### src/rtl/uart_pkg.sv
// Shared UART link constants: default baud divisor, frame layout and receiver state encoding.
// Imported by the receive front-end and by the command FSM that consumes its bytes.
package uart_pkg;

  localparam int UART_BR         = 434;
  localparam int UART_DATA_W     = 8;
  localparam int UART_FRAME_BITS = UART_DATA_W + 3;

  typedef enum logic [2:0] {
    ST_IDLE   = 3'd0,
    ST_START  = 3'd1,
    ST_DATA   = 3'd2,
    ST_PARITY = 3'd3,
    ST_STOP   = 3'd4,
    ST_BREAK  = 3'd5
  } uart_state_t;

  // Counter width that never collapses to zero bits for tiny parameter values.
  function automatic int cnt_w(input int n);
    return (n > 1) ? $clog2(n) : 1;
  endfunction

endpackage

### src/rtl/uart_sync2.sv
// Two-flop synchroniser for a single asynchronous level; the reset value is chosen by the
// caller so that an idle line reads as idle straight out of reset.
module uart_sync2 #(
  parameter logic RST_VAL = 1'b1
) (
  input  logic clk,
  input  logic rst_n,
  input  logic i_d,
  output logic o_q
);

  logic r_meta;
  logic r_q;

  always_ff @(posedge clk or negedge rst_n) begin
    if (!rst_n) begin
      r_meta <= RST_VAL;
      r_q    <= RST_VAL;
    end else begin
      r_meta <= i_d;
      r_q    <= r_meta;
    end
  end

  assign o_q = r_q;

endmodule

### src/rtl/uart_rx_deser.sv
// UART receive front-end: start, DATA_W bits LSB-first, parity, stop; mid-bit sampling off a baud counter.
// rx_vld pulses one cycle after the stop sample (~10.5*BR+3 clk after the start edge); no backpressure.
module uart_rx_deser
  import uart_pkg::*;
#(
  parameter int   BR         = UART_BR,
  parameter int   DATA_W     = UART_DATA_W,
  parameter logic PARITY_ODD = 1'b0
) (
  input  logic              clk,
  input  logic              rst_n,
  input  logic              rx,
  output logic [DATA_W-1:0] rx_data,
  output logic              rx_vld,
  output logic              parity_err,
  output logic              frame_err,
  output logic              rx_busy
);

  localparam int BR_CNT_W  = cnt_w(BR);
  localparam int BIT_CNT_W = cnt_w(DATA_W);
  localparam logic [BR_CNT_W-1:0]  BR_HALF  = BR_CNT_W'(BR / 2 - 1);
  localparam logic [BR_CNT_W-1:0]  BR_LAST  = BR_CNT_W'(BR - 1);
  localparam logic [BIT_CNT_W-1:0] BIT_LAST = BIT_CNT_W'(DATA_W - 1);

  logic                 w_rx_s;
  logic                 w_fall;
  logic                 w_bit_end;
  logic                 r_rx_d;
  uart_state_t          r_state;
  logic [BR_CNT_W-1:0]  r_br_cnt;
  logic [BIT_CNT_W-1:0] r_bit_cnt;
  logic [DATA_W-1:0]    r_shift;
  logic                 r_par;
  logic [DATA_W-1:0]    r_rx_data;
  logic                 r_rx_vld;
  logic                 r_parity_err;
  logic                 r_frame_err;

  uart_sync2 #(.RST_VAL(1'b1)) u_sync (
    .clk   (clk),
    .rst_n (rst_n),
    .i_d   (rx),
    .o_q   (w_rx_s)
  );

  always_ff @(posedge clk or negedge rst_n) begin
    if (!rst_n) r_rx_d <= 1'b1;
    else        r_rx_d <= w_rx_s;
  end

  assign w_fall    = r_rx_d & ~w_rx_s;
  assign w_bit_end = (r_br_cnt == BR_LAST);

  always_ff @(posedge clk or negedge rst_n) begin
    if (!rst_n) begin
      r_state      <= ST_IDLE;
      r_br_cnt     <= '0;
      r_bit_cnt    <= '0;
      r_shift      <= '0;
      r_par        <= 1'b0;
      r_rx_data    <= '0;
      r_rx_vld     <= 1'b0;
      r_parity_err <= 1'b0;
      r_frame_err  <= 1'b0;
    end else begin
      r_rx_vld <= 1'b0;
      case (r_state)
        ST_IDLE: begin
          if (w_fall) begin
            r_state  <= ST_START;
            r_br_cnt <= '0;
          end
        end
        // Half a bit in, the start bit must still be low or the edge was a glitch.
        ST_START: begin
          if (r_br_cnt == BR_HALF) begin
            r_br_cnt  <= '0;
            r_bit_cnt <= '0;
            r_state   <= w_rx_s ? ST_IDLE : ST_DATA;
          end else begin
            r_br_cnt <= r_br_cnt + 1'b1;
          end
        end
        ST_DATA: begin
          if (w_bit_end) begin
            r_shift[r_bit_cnt] <= w_rx_s;
            r_br_cnt           <= '0;
            r_bit_cnt          <= r_bit_cnt + 1'b1;
            if (r_bit_cnt == BIT_LAST) r_state <= ST_PARITY;
          end else begin
            r_br_cnt <= r_br_cnt + 1'b1;
          end
        end
        ST_PARITY: begin
          if (w_bit_end) begin
            r_par    <= w_rx_s;
            r_br_cnt <= '0;
            r_state  <= ST_STOP;
          end else begin
            r_br_cnt <= r_br_cnt + 1'b1;
          end
        end
        // Completed frames always report, errors included; the consumer decides what to drop.
        ST_STOP: begin
          if (w_bit_end) begin
            r_rx_data    <= r_shift;
            r_parity_err <= (^{r_shift, r_par}) != PARITY_ODD;
            r_frame_err  <= ~w_rx_s;
            r_rx_vld     <= 1'b1;
            r_br_cnt     <= '0;
            r_state      <= w_rx_s ? ST_IDLE : ST_BREAK;
          end else begin
            r_br_cnt <= r_br_cnt + 1'b1;
          end
        end
        ST_BREAK: begin
          if (w_rx_s) r_state <= ST_IDLE;
        end
        default: r_state <= ST_IDLE;
      endcase
    end
  end

  assign rx_data    = r_rx_data;
  assign rx_vld     = r_rx_vld;
  assign parity_err = r_parity_err;
  assign frame_err  = r_frame_err;
  assign rx_busy    = (r_state != ST_IDLE);

endmodule
### config.mk
export PLATFORM = sky130hd
export DESIGN_NAME = uart_rx_deser
export DESIGN_NICKNAME = d
export VERILOG_FILES = /design/src/rtl/uart_pkg.sv /design/src/rtl/uart_sync2.sv /design/src/rtl/uart_rx_deser.sv
export SDC_FILE = /design/constraint.sdc
export NUM_CORES = 1
export LEC_CHECK = 0
export BUFFER_PORTS_ARGS = -buffer_cell sky130_fd_sc_hd__buf_2
export CAP_MARGIN = 10
export CORE_MARGIN = 10
export CORE_UTILIZATION = 35
export CTS_CLUSTER_SIZE = 24
export DETAILED_ROUTE_END_ITERATION = 10
export SLEW_MARGIN = 5
export SYNTH_ARGS = -nofsm -noshare
export SYNTH_HDL_FRONTEND = slang
export SYNTH_SLANG_ARGS = --single-unit
### constraint.sdc
create_clock -name clk -period 4.7 [get_ports clk]
set_input_delay 0.94 -clock clk [delete_from_list [all_inputs] [get_ports clk]]
set_output_delay 0.94 -clock clk [all_outputs]
set_load 0.01 [all_outputs]
==> results.py, run 1 <==
metrics = {
    "status": {
        "outcome": "finished, final reports clean",
    },
    "logic_synthesis": {
        "ys_ff_latch": 38,
        "syn_area_um2": 1980,
        "ys_warn_count": 0,
        "syn-num-nets": 186,
        "async_flop_share": 1.00,
        "synth_edf_count": 0,
        "ys.flop_type": "dfrtp_1",
        "syn_inst": 178,
        "avgSynthCellArea_um2": 11.1,
        "ys_seq_area_frac": 0.482,
        "yosysUniqueCellTypes": 51,
    },
    "detailed_routing": {
        "viasPerCell": 5.27,
        "dr.max_layer_used": "met4",
        "vias": 1397,
        "firstDrtPassIters": 4,
        "totalWireLength_mm": 3.91,
        "ant_nets": 0,
        "routedWlPerCell_um": 14.7,
        "routed-wl-met3_um": 185,
        "drt_drc_violations_left": 0,
        "met1_length_mm": 1.87,
        "drtIter0Drc": 71,
        "dr_wl_met2_mm": 1.83,
    },
    "timing": {
        "fmax_mhz": 406,
        "setup_slack_ps": 2230,
        "fin_worst_skew_ps": 9.08,
        "grt_setup_unrepaired": "no",
        "tightest_slew_ps": 910,
        "min_period_ps": 2470,
        "finalCritPeriodShare": 0.524,
        "slew_viol_final": 0,
        "setup_viol": 0,
        "holdWs_ps": 356,
        "setup_tns_ps": 0,
        "maxSlewHeadroom": 0.388,
        "final_hold_viol_count": 0,
    },
    "cts": {
        "postCtsResizedCells": 0,
        "htreeDepth": 2,
        "post-cts-setup-buffers": 0,
        "ctsHoldBuffers": 0,
        "clockBufferDepth": 2,
        "clk_latency_ps": 290,
        "cts_tree": "built",
        "cts_buffers": 5,
        "cts_root_buf": "clkbuf_8",
        "clock_sinks": 38,
        "path_clk_slew_ps": 80,
    },
    "placement": {
        "placed_cells": 257,
        "hpwl_mm": 2.76,
        "gp_congestion": 0.792,
        "port_buffers": 14,
        "post-place-ws_ps": 2280,
    },
    "floorplanning": {
        "ios": 15,
        "rows": 27,
        "fp.dieW_um": 95.3,
        "die_h_um": 95.3,
        "start_util": 0.360,
        "die_area_um2": 9070,
        "fp.coreArea_um2": 5510,
    },
    "grt": {
        "grt_overflow_total": 0,
        "grt_antenna_before_repair": 0,
        "grt_pass1_wl_mm": 6.54,
        "grt_max_degree": 39,
        "grt_usage": 0.0906,
        "grt_pass1_vias": 1318,
    },
    "setup_path": {
        "critPathLaunchType": "flop",
        "startpoint": "r_br_cnt[1]",
        "cp_max_fo": 11,
        "critPathCaptureType": "flop",
        "path_class": "reg -> reg",
        "r2r_setup_slack_ps": 2230,
        "r2r-end": "r_shift[2]",
        "cp.arrival_ps": 2640,
        "endpoint": "r_shift[2]",
        "reg2reg_from": "r_br_cnt[1]",
        "reg2reg_depth": 6,
        "required_ps": 4880,
    },
    "final_layout": {
        "layout_commonest_cell": "dfrtp_1",
        "num-nets-final": 200,
        "final_cell_mix": "dfrtp_1, mux2_1, o21ai_0, buf_2, nand2_1",
        "stdcell_count": 265,
        "seqCellArea_um2": 955,
        "multi_input_area_um2": 955,
        "drive_gt1_frac": 0.181,
        "num-fill-cells": 525,
        "antenna_cells": 0,
        "area_delta_synth_final_pct": 11.3,
    },
    "hold_path": {
        "min_from": "u_sync.r_meta",
        "hp-class": "reg -> reg",
    },
    "pwr": {
        "p_leak_nw": 1.01,
        "vdd_drop_max_v": 0.000159,
        "power_density_nw_per_um2": 292,
    },
    "run": {
        "drv_cap": 0,
    },
}
## kinds of logic after synthesis
| group | after synthesis | synth area share |
|---|---|---|
| AO/OA/AOI/OAI | 34 | 0.115 |
| XOR/XNOR | 8 | 0.0423 |
| adder cells (fa/ha/maj) | 5 | 0.0316 |
| buffers and inverters | 17 | 0.0366 |
| flip-flops | 38 | 0.482 |
| multiplexers | 20 | 0.113 |
| AND/OR/NAND/NOR | 56 | 0.180 |
## layer usage
metal  GRT usage  vias up
met5           0        -
met4      0.0299        0
met3      0.0299        2
met2       0.139       27
met1       0.118      685
li1            -      683
## power by group
| group | leakage, nW | switching (W) | internal [W] |
|---|---|---|---|
| registers | 0.518 | 0.0000166 | 0.000338 |
| clock network | 0.0472 | 0.000115 | 0.000118 |
| logic | 0.440 | 0.0000339 | 0.0000222 |
## worst max-delay path, stage by stage (launching register included)
cell	delay, ps
dfrtp_1	410
inv_1	110
ha_1	180
nand4b_1	160
nor4_2	820
nor4b_2	340
mux2_1	340
## Yosys cell counts (4+ instances only)
cell type | instances | area (um^2)
nand3_1 | 5 | 25.0
buf_2 | 4 | 20.0
mux2_1 | 17 | 191
xnor2_1 | 5 | 43.8
nor2b_1 | 4 | 25.0
nor2_1 | 6 | 22.5
dfrtp_1 | 35 | 876
inv_1 | 9 | 33.8
o22ai_1 | 4 | 25.0
ha_1 | 5 | 62.6
nand2_1 | 10 | 37.5
o21ai_0 | 15 | 75.1
nand4_1 | 4 | 25.0
## per-stage QoR
step	total power (W)	util	instance area (um^2)
5_1_grt	0.000685	0.401	2210
6_report	0.000644	0.401	2210
2_1_floorplan	0.000395	-	1980
4_1_cts	0.000658	0.401	2210
3_3_place_gp	0.000416	0.383	2110
3_5_place_dp	0.000417	0.383	2110
## flip-flops by register name, summed over array words and instances (netlist names)
name	count
frame_err	1
parity_err	1
r_bit_cnt	3
r_br_cnt	9
r_par	1
r_rx_d	1
r_shift	8
r_state	3
rx_data	8
rx_vld	1
u_sync.o_q	1
u_sync.r_meta	1
## cell type report
class / instances / area share
sequential: 38 / 0.433
multi-input combinational: 123 / 0.433
clock inverter: 2 / 0.00567
tap: 72 / 0.0408
timing repair buffer: 15 / 0.0352
clock buffer: 6 / 0.0374
inverter: 9 / 0.0153
## worst min-delay path by stage
| stage | slack [ps] | cells past startpoint | to |
|---|---|---|---|
| floorplan | 350 | 0 | u_sync.o_q |
| global placement | 350 | 0 | u_sync.o_q |
| detailed placement | 350 | 0 | u_sync.o_q |
| CTS | 360 | 0 | u_sync.o_q |
| global route | 360 | 0 | u_sync.o_q |
| finish | 360 | 0 | u_sync.o_q |
(Power assumes the default switching activity.)
==> run 2, diff against run 1 <==
Clock period 4.7 ns to 2.2 ns, I/O delays scaled along.
==> run 2 against run 1 <==
Effect of this change:
- first-iteration DRC count fell by 51%
- design area rose by 3.4%
- combinational power rose by 140%
- via count rose by 2.3%
- sequential power rose by 110%
- sequential cell count did not move
- largest power group unchanged
- highest routed layer unchanged
- power rose by 120%
- critical path type unchanged
- die area did not move
- cell count rose by 3.8%
- count of clock-buffer cells in the layout did not move
==> results.py, run 2 (same netlist as run 1, synthesis figures left out) <==
metrics = {
    "pwr": {
        "p_int_w": 0.00103,
        "pwr-share-comb": 0.097,
        "power_switching_share": 0.264,
        "p_leak_nw": 1.06,
        "pwr-share-clk": 0.364,
        "vdd_drop_max_v": 0.000195,
        "switchingPower_w": 0.000368,
        "power_frac_seq": 0.540,
        "power_density_nw_per_um2": 613,
    },
    "timing": {
        "fin_worst_skew_ps": 4.74,
        "final_hold_viol_count": 0,
        "slew_viol_final": 0,
        "holdWs_ps": 29.7,
        "setup_tns_ps": 0,
        "tightest_slew_ps": 517,
        "fmax_mhz": 504,
        "grt_setup_unrepaired": "no",
        "setup_viol": 0,
        "maxSlewHeadroom": 0.654,
        "min_period_ps": 1980,
        "finalCritPeriodShare": 0.902,
        "setup_slack_ps": 216,
    },
    "cts": {
        "clockBufferDepth": 2,
        "path_clk_slew_ps": 80,
        "postCtsResizedCells": 0,
        "cts_buffers": 5,
        "cts_tree": "built",
        "ctsHoldBuffers": 0,
        "cts_root_buf": "clkbuf_8",
        "clk_latency_ps": 290,
        "clock_sinks": 38,
        "htreeDepth": 2,
        "post-cts-setup-buffers": 0,
    },
    "setup_path": {
        "cp.depth": 7,
        "critPathLaunchType": "flop",
        "worst-path-buf-inv": 2,
        "path_class": "reg -> reg",
        "cp.arrival_ps": 2160,
        "critPathCaptureType": "flop",
        "critical-path-top-delay-family": "simple AND/OR/NAND/NOR gates",
        "slowest_stage": "dfrtp_1",
        "required_ps": 2380,
        "cpPeakStageDelay_ps": 410,
        "path_cells": "inv_1 > ha_1 > nand4b_1 > nor4_2 > buf_4 > nor4b_2 > mux2_1",
        "reg2reg_depth": 7,
        "cp_max_fo": 11,
    },
    "run": {
        "drv_cap": 0,
    },
    "floorplanning": {
        "rows": 27,
        "start_util": 0.360,
        "fp.dieW_um": 95.3,
        "fp.coreArea_um2": 5510,
        "ios": 15,
        "die_area_um2": 9070,
        "die_h_um": 95.3,
    },
    "detailed_routing": {
        "vias": 1429,
        "routedWlPerCell_um": 14.7,
        "ant_nets": 0,
        "viasPerCell": 5.20,
        "drtIter0Drc": 35,
        "firstDrtPassIters": 4,
        "totalWireLength_mm": 4.06,
        "drt_drc_violations_left": 0,
    },
    "final_layout": {
        "max_flop_register": "r_br_cnt",
        "stdcell_count": 275,
        "layout_commonest_cell": "dfrtp_1",
        "largest_reg_flops": 9,
        "drive_gt1_frac": 0.222,
        "post-route-util": 0.414,
        "num-nets-final": 210,
        "area_delta_synth_final_pct": 15.1,
        "final_cell_mix": "dfrtp_1, mux2_1, o21ai_0, buf_2, buf_4",
        "antenna_cells": 0,
    },
    "placement": {
        "placed_cells": 267,
        "gp_congestion": 0.803,
        "hpwl_mm": 2.94,
        "post-place-ws_ps": 211,
        "port_buffers": 14,
    },
    "grt": {
        "grt_overflow_total": 0,
        "grt_usage": 0.0974,
        "grt_antenna_before_repair": 0,
        "grt_pass1_vias": 1469,
        "grt_max_degree": 16,
        "grt_pass1_wl_mm": 7.00,
    },
    "hold_path": {
        "hp-class": "in -> async",
    },
    "status": {
        "outcome": "finished, final reports clean",
    },
}
==> run 2: cell type report <==
type	count	area, um^2
multi-input cells	123	955
clock inverters	2	12.5
fillers	546	3230
clock buffers	6	82.6
well taps	72	90.1
inverters	9	33.8
repair buffers	25	153
flip-flops and latches	38	955
==> run 2: worst register-to-register path: stages, from the launching register on <==
cell,delay (ps)
dfrtp_1,410
inv_1,110
ha_1,170
nand4b_1,160
nor4_2,270
buf_4,200
nor4b_2,210
mux2_1,350
==> run 2: routing by layer <==
| layer | up-vias | GRT usage | wire, um |
|---|---|---|---|
| met2 | 25 | 0.144 | 1840 |
| met5 | - | 0 | 0 |
| met4 | 0 | 0.0536 | 59 |
| li1 | 705 | - | - |
| met1 | 693 | 0.122 | 1920 |
| met3 | 6 | 0.0330 | 232 |
==> run 2: through the flow <==
stage	instance area, um^2	power [W]
global route	2280	0.00148
CTS	2280	0.00142
finish	2280	0.00140
detailed placement	2190	0.000905
global placement	2190	0.000899
floorplan	1980	0.000844
==> run 2: path summary, 6_finish.rpt <==
kind / from / end / slack (ps)
min in group clk: rx / u_sync.r_meta / 240
min reg2reg: u_sync.r_meta / u_sync.o_q / 360
max: r_br_cnt[1] / r_shift[2] / 220
max reg2reg: r_br_cnt[1] / r_shift[2] / 220
max in group asynchronous: rst_n / u_sync.o_q / 1600
min: rst_n / frame_err / 30
==> run 2: power groups by stage <==
stage | clock network, W | registers (W) | logic (W)
after floorplan | 0 | 0.000756 | 0.0000876
after global placement | 0 | 0.000766 | 0.000133
after detailed placement | 0 | 0.000768 | 0.000137
after CTS | 0.000527 | 0.000754 | 0.000138
after global routing | 0.000562 | 0.000761 | 0.000158
final | 0.000508 | 0.000754 | 0.000135
==> run 3, diff against run 2 <==
Clock period 2.2 ns to 2.1 ns, I/O delays scaled along.
==> run 3 against run 2 <==
Effect of this change:
- sequential power up 4.8%
- design area grew 2.2%
- power rose by 9.7%
- largest power group unchanged
- die area did not move
- wire length fell by 2.4%
- hold slack improved by 140 ps
- count of clock-buffer cells in the layout down 1
- setup slack lost 120 ps
- sequential cell count stayed put
- cell count up 0.73%
- combinational power is 4% higher
- via count rose by 1.1%
==> results.py, run 3 (same netlist as run 1, synthesis figures left out) <==
metrics = {
    "status": {
        "outcome": "finished, final reports clean",
    },
    "placement": {
        "gp_congestion": 0.786,
        "place_area_um2": 2200,
        "hpwl_mm": 2.87,
        "port_buffers": 14,
        "post-place-ws_ps": 97.2,
    },
    "timing": {
        "setup_viol": 0,
        "fin_worst_skew_ps": 6.60,
        "final_hold_viol_count": 0,
        "slew_viol_final": 0,
        "grt_setup_unrepaired": "yes",
        "maxSlewHeadroom": 0.642,
        "setup_slack_ps": 98.2,
        "min_period_ps": 2000,
        "tightest_slew_ps": 536,
        "fmax_mhz": 500,
        "finalCritPeriodShare": 0.953,
    },
    "detailed_routing": {
        "ant_nets": 0,
        "routedWlPerCell_um": 14.3,
        "drt_drc_violations_left": 0,
        "drtIter0Drc": 52,
        "vias": 1445,
        "viasPerCell": 5.22,
        "totalWireLength_mm": 3.96,
        "firstDrtPassIters": 4,
    },
    "pwr": {
        "p_int_w": 0.00116,
        "power_density_nw_per_um2": 657,
        "pwr-share-comb": 0.092,
        "power_switching_share": 0.241,
        "pwr-share-clk": 0.393,
        "p_leak_nw": 1.08,
        "switchingPower_w": 0.000369,
        "power_frac_seq": 0.515,
        "vdd_drop_max_v": 0.000299,
    },
    "final_layout": {
        "max_flop_register": "r_br_cnt",
        "drive_gt1_frac": 0.239,
        "fin_area_um2": 2330,
        "seqCellArea_um2": 956,
        "num-fill-cells": 534,
        "multi_input_area_um2": 960,
        "area_delta_synth_final_pct": 17.7,
        "antenna_cells": 0,
        "layout_commonest_cell": "dfrtp_1",
        "num-nets-final": 212,
        "final_cell_mix": "dfrtp_1, mux2_1, o21ai_0, buf_2, buf_4",
        "largest_reg_flops": 9,
    },
    "floorplanning": {
        "rows": 27,
        "die_h_um": 95.3,
        "fp.coreArea_um2": 5510,
        "fp.dieW_um": 95.3,
        "die_area_um2": 9070,
        "start_util": 0.360,
        "ios": 15,
    },
    "setup_path": {
        "slowest_stage": "dfrtp_2",
        "path_cells": "or3b_1 > nor4_2 > buf_4 > nor4b_2 > mux2_1",
        "r2r_setup_slack_ps": 100,
        "required_ps": 2270,
        "reg2reg_depth": 5,
        "cpPeakStageDelay_ps": 440,
        "endpoint": "r_shift[2]",
        "critPathCaptureType": "flop",
        "startpoint": "r_state[1]",
        "r2r-end": "r_shift[2]",
        "path_class": "reg -> reg",
        "critPathLaunchType": "flop",
        "cp_max_fo": 10,
        "cp.arrival_ps": 2170,
        "reg2reg_from": "r_state[1]",
    },
    "grt": {
        "grt_antenna_before_repair": 0,
        "grt_pass1_wl_mm": 6.80,
        "grt_max_degree": 39,
        "grt_pass1_vias": 1438,
        "grt_overflow_total": 0,
        "grt_usage": 0.0925,
    },
    "cts": {
        "path_clk_slew_ps": 80,
        "cts_root_buf": "clkbuf_8",
        "clockBufferDepth": 2,
        "clock_sinks": 38,
        "cts_buffers": 5,
        "clk_latency_ps": 290,
        "cts_tree": "built",
        "htreeDepth": 2,
        "ctsHoldBuffers": 0,
    },
    "run": {
        "drv_cap": 0,
    },
    "hold_path": {
        "hp-class": "in -> async",
    },
}
-- run 3: through the flow --
step                       util  setup TNS (ps)  hold WS [ps]  power [W]  std cells
after floorplan               -               0           124   0.000884        178
after global placement    0.399               0           347   0.000943        267
after detailed placement  0.399               0           352   0.000946        267
after CTS                 0.419               0           191    0.00156        275
after global routing      0.424           -61.6           211    0.00161        277
final                     0.424               0           170    0.00153        277
-- run 3: worst min path at each step --
| stage | start | endpoint | slack (ps) |
|---|---|---|---|
| detailed placement | u_sync.r_meta | u_sync.o_q | 350 |
| floorplan | rst_n | frame_err | 120 |
| global route | rst_n | rx_data[1] | 210 |
| finish | rst_n | r_state[0] | 170 |
| global placement | u_sync.r_meta | u_sync.o_q | 350 |
| CTS | rst_n | r_state[1] | 190 |
-- run 3: timing repair --
action | 4_1_cts | 5_1_grt
setup buffers | 0 | 1
endpoints found under the setup margin | 0 | 5
resized for setup | 0 | 2
-- run 3: critical path: cells and delay by family, from the launching register on --
kind                   cells  cell delay, ps
muxes                      1             340
buffers and inverters      1             190
DFF                        1             440
and+or+nand+nor            3             900
-- run 3: final cells by class --
| type | instances | area share |
|---|---|---|
| Clock inverter | 3 | 0.0172 |
| Timing Repair Buffer | 27 | 0.0789 |
| Multi-Input combinational cell | 123 | 0.411 |
| Sequential cell | 38 | 0.410 |
| Inverter | 9 | 0.0145 |
| Tap cell | 72 | 0.0386 |
| Clock buffer | 5 | 0.0295 |
-- run 3: power groups by stage --
stage	Sequential (W)	Clock (W)	Combinational, W
2_1_floorplan	0.000792	0	0.0000917
3_3_place_gp	0.000802	0	0.000141
3_5_place_dp	0.000804	0	0.000142
4_1_cts	0.000790	0.000624	0.000143
5_1_grt	0.000796	0.000656	0.000162
6_report	0.000790	0.000602	0.000141
-- run 3: metal layers --
layer | vias to the layer above | wire, um | track usage
met5 | - | 0 | 0
met4 | 0 | 54 | 0.0337
li1 | 704 | - | -
met3 | 6 | 198 | 0.0314
met1 | 717 | 1820 | 0.109
met2 | 18 | 1880 | 0.153
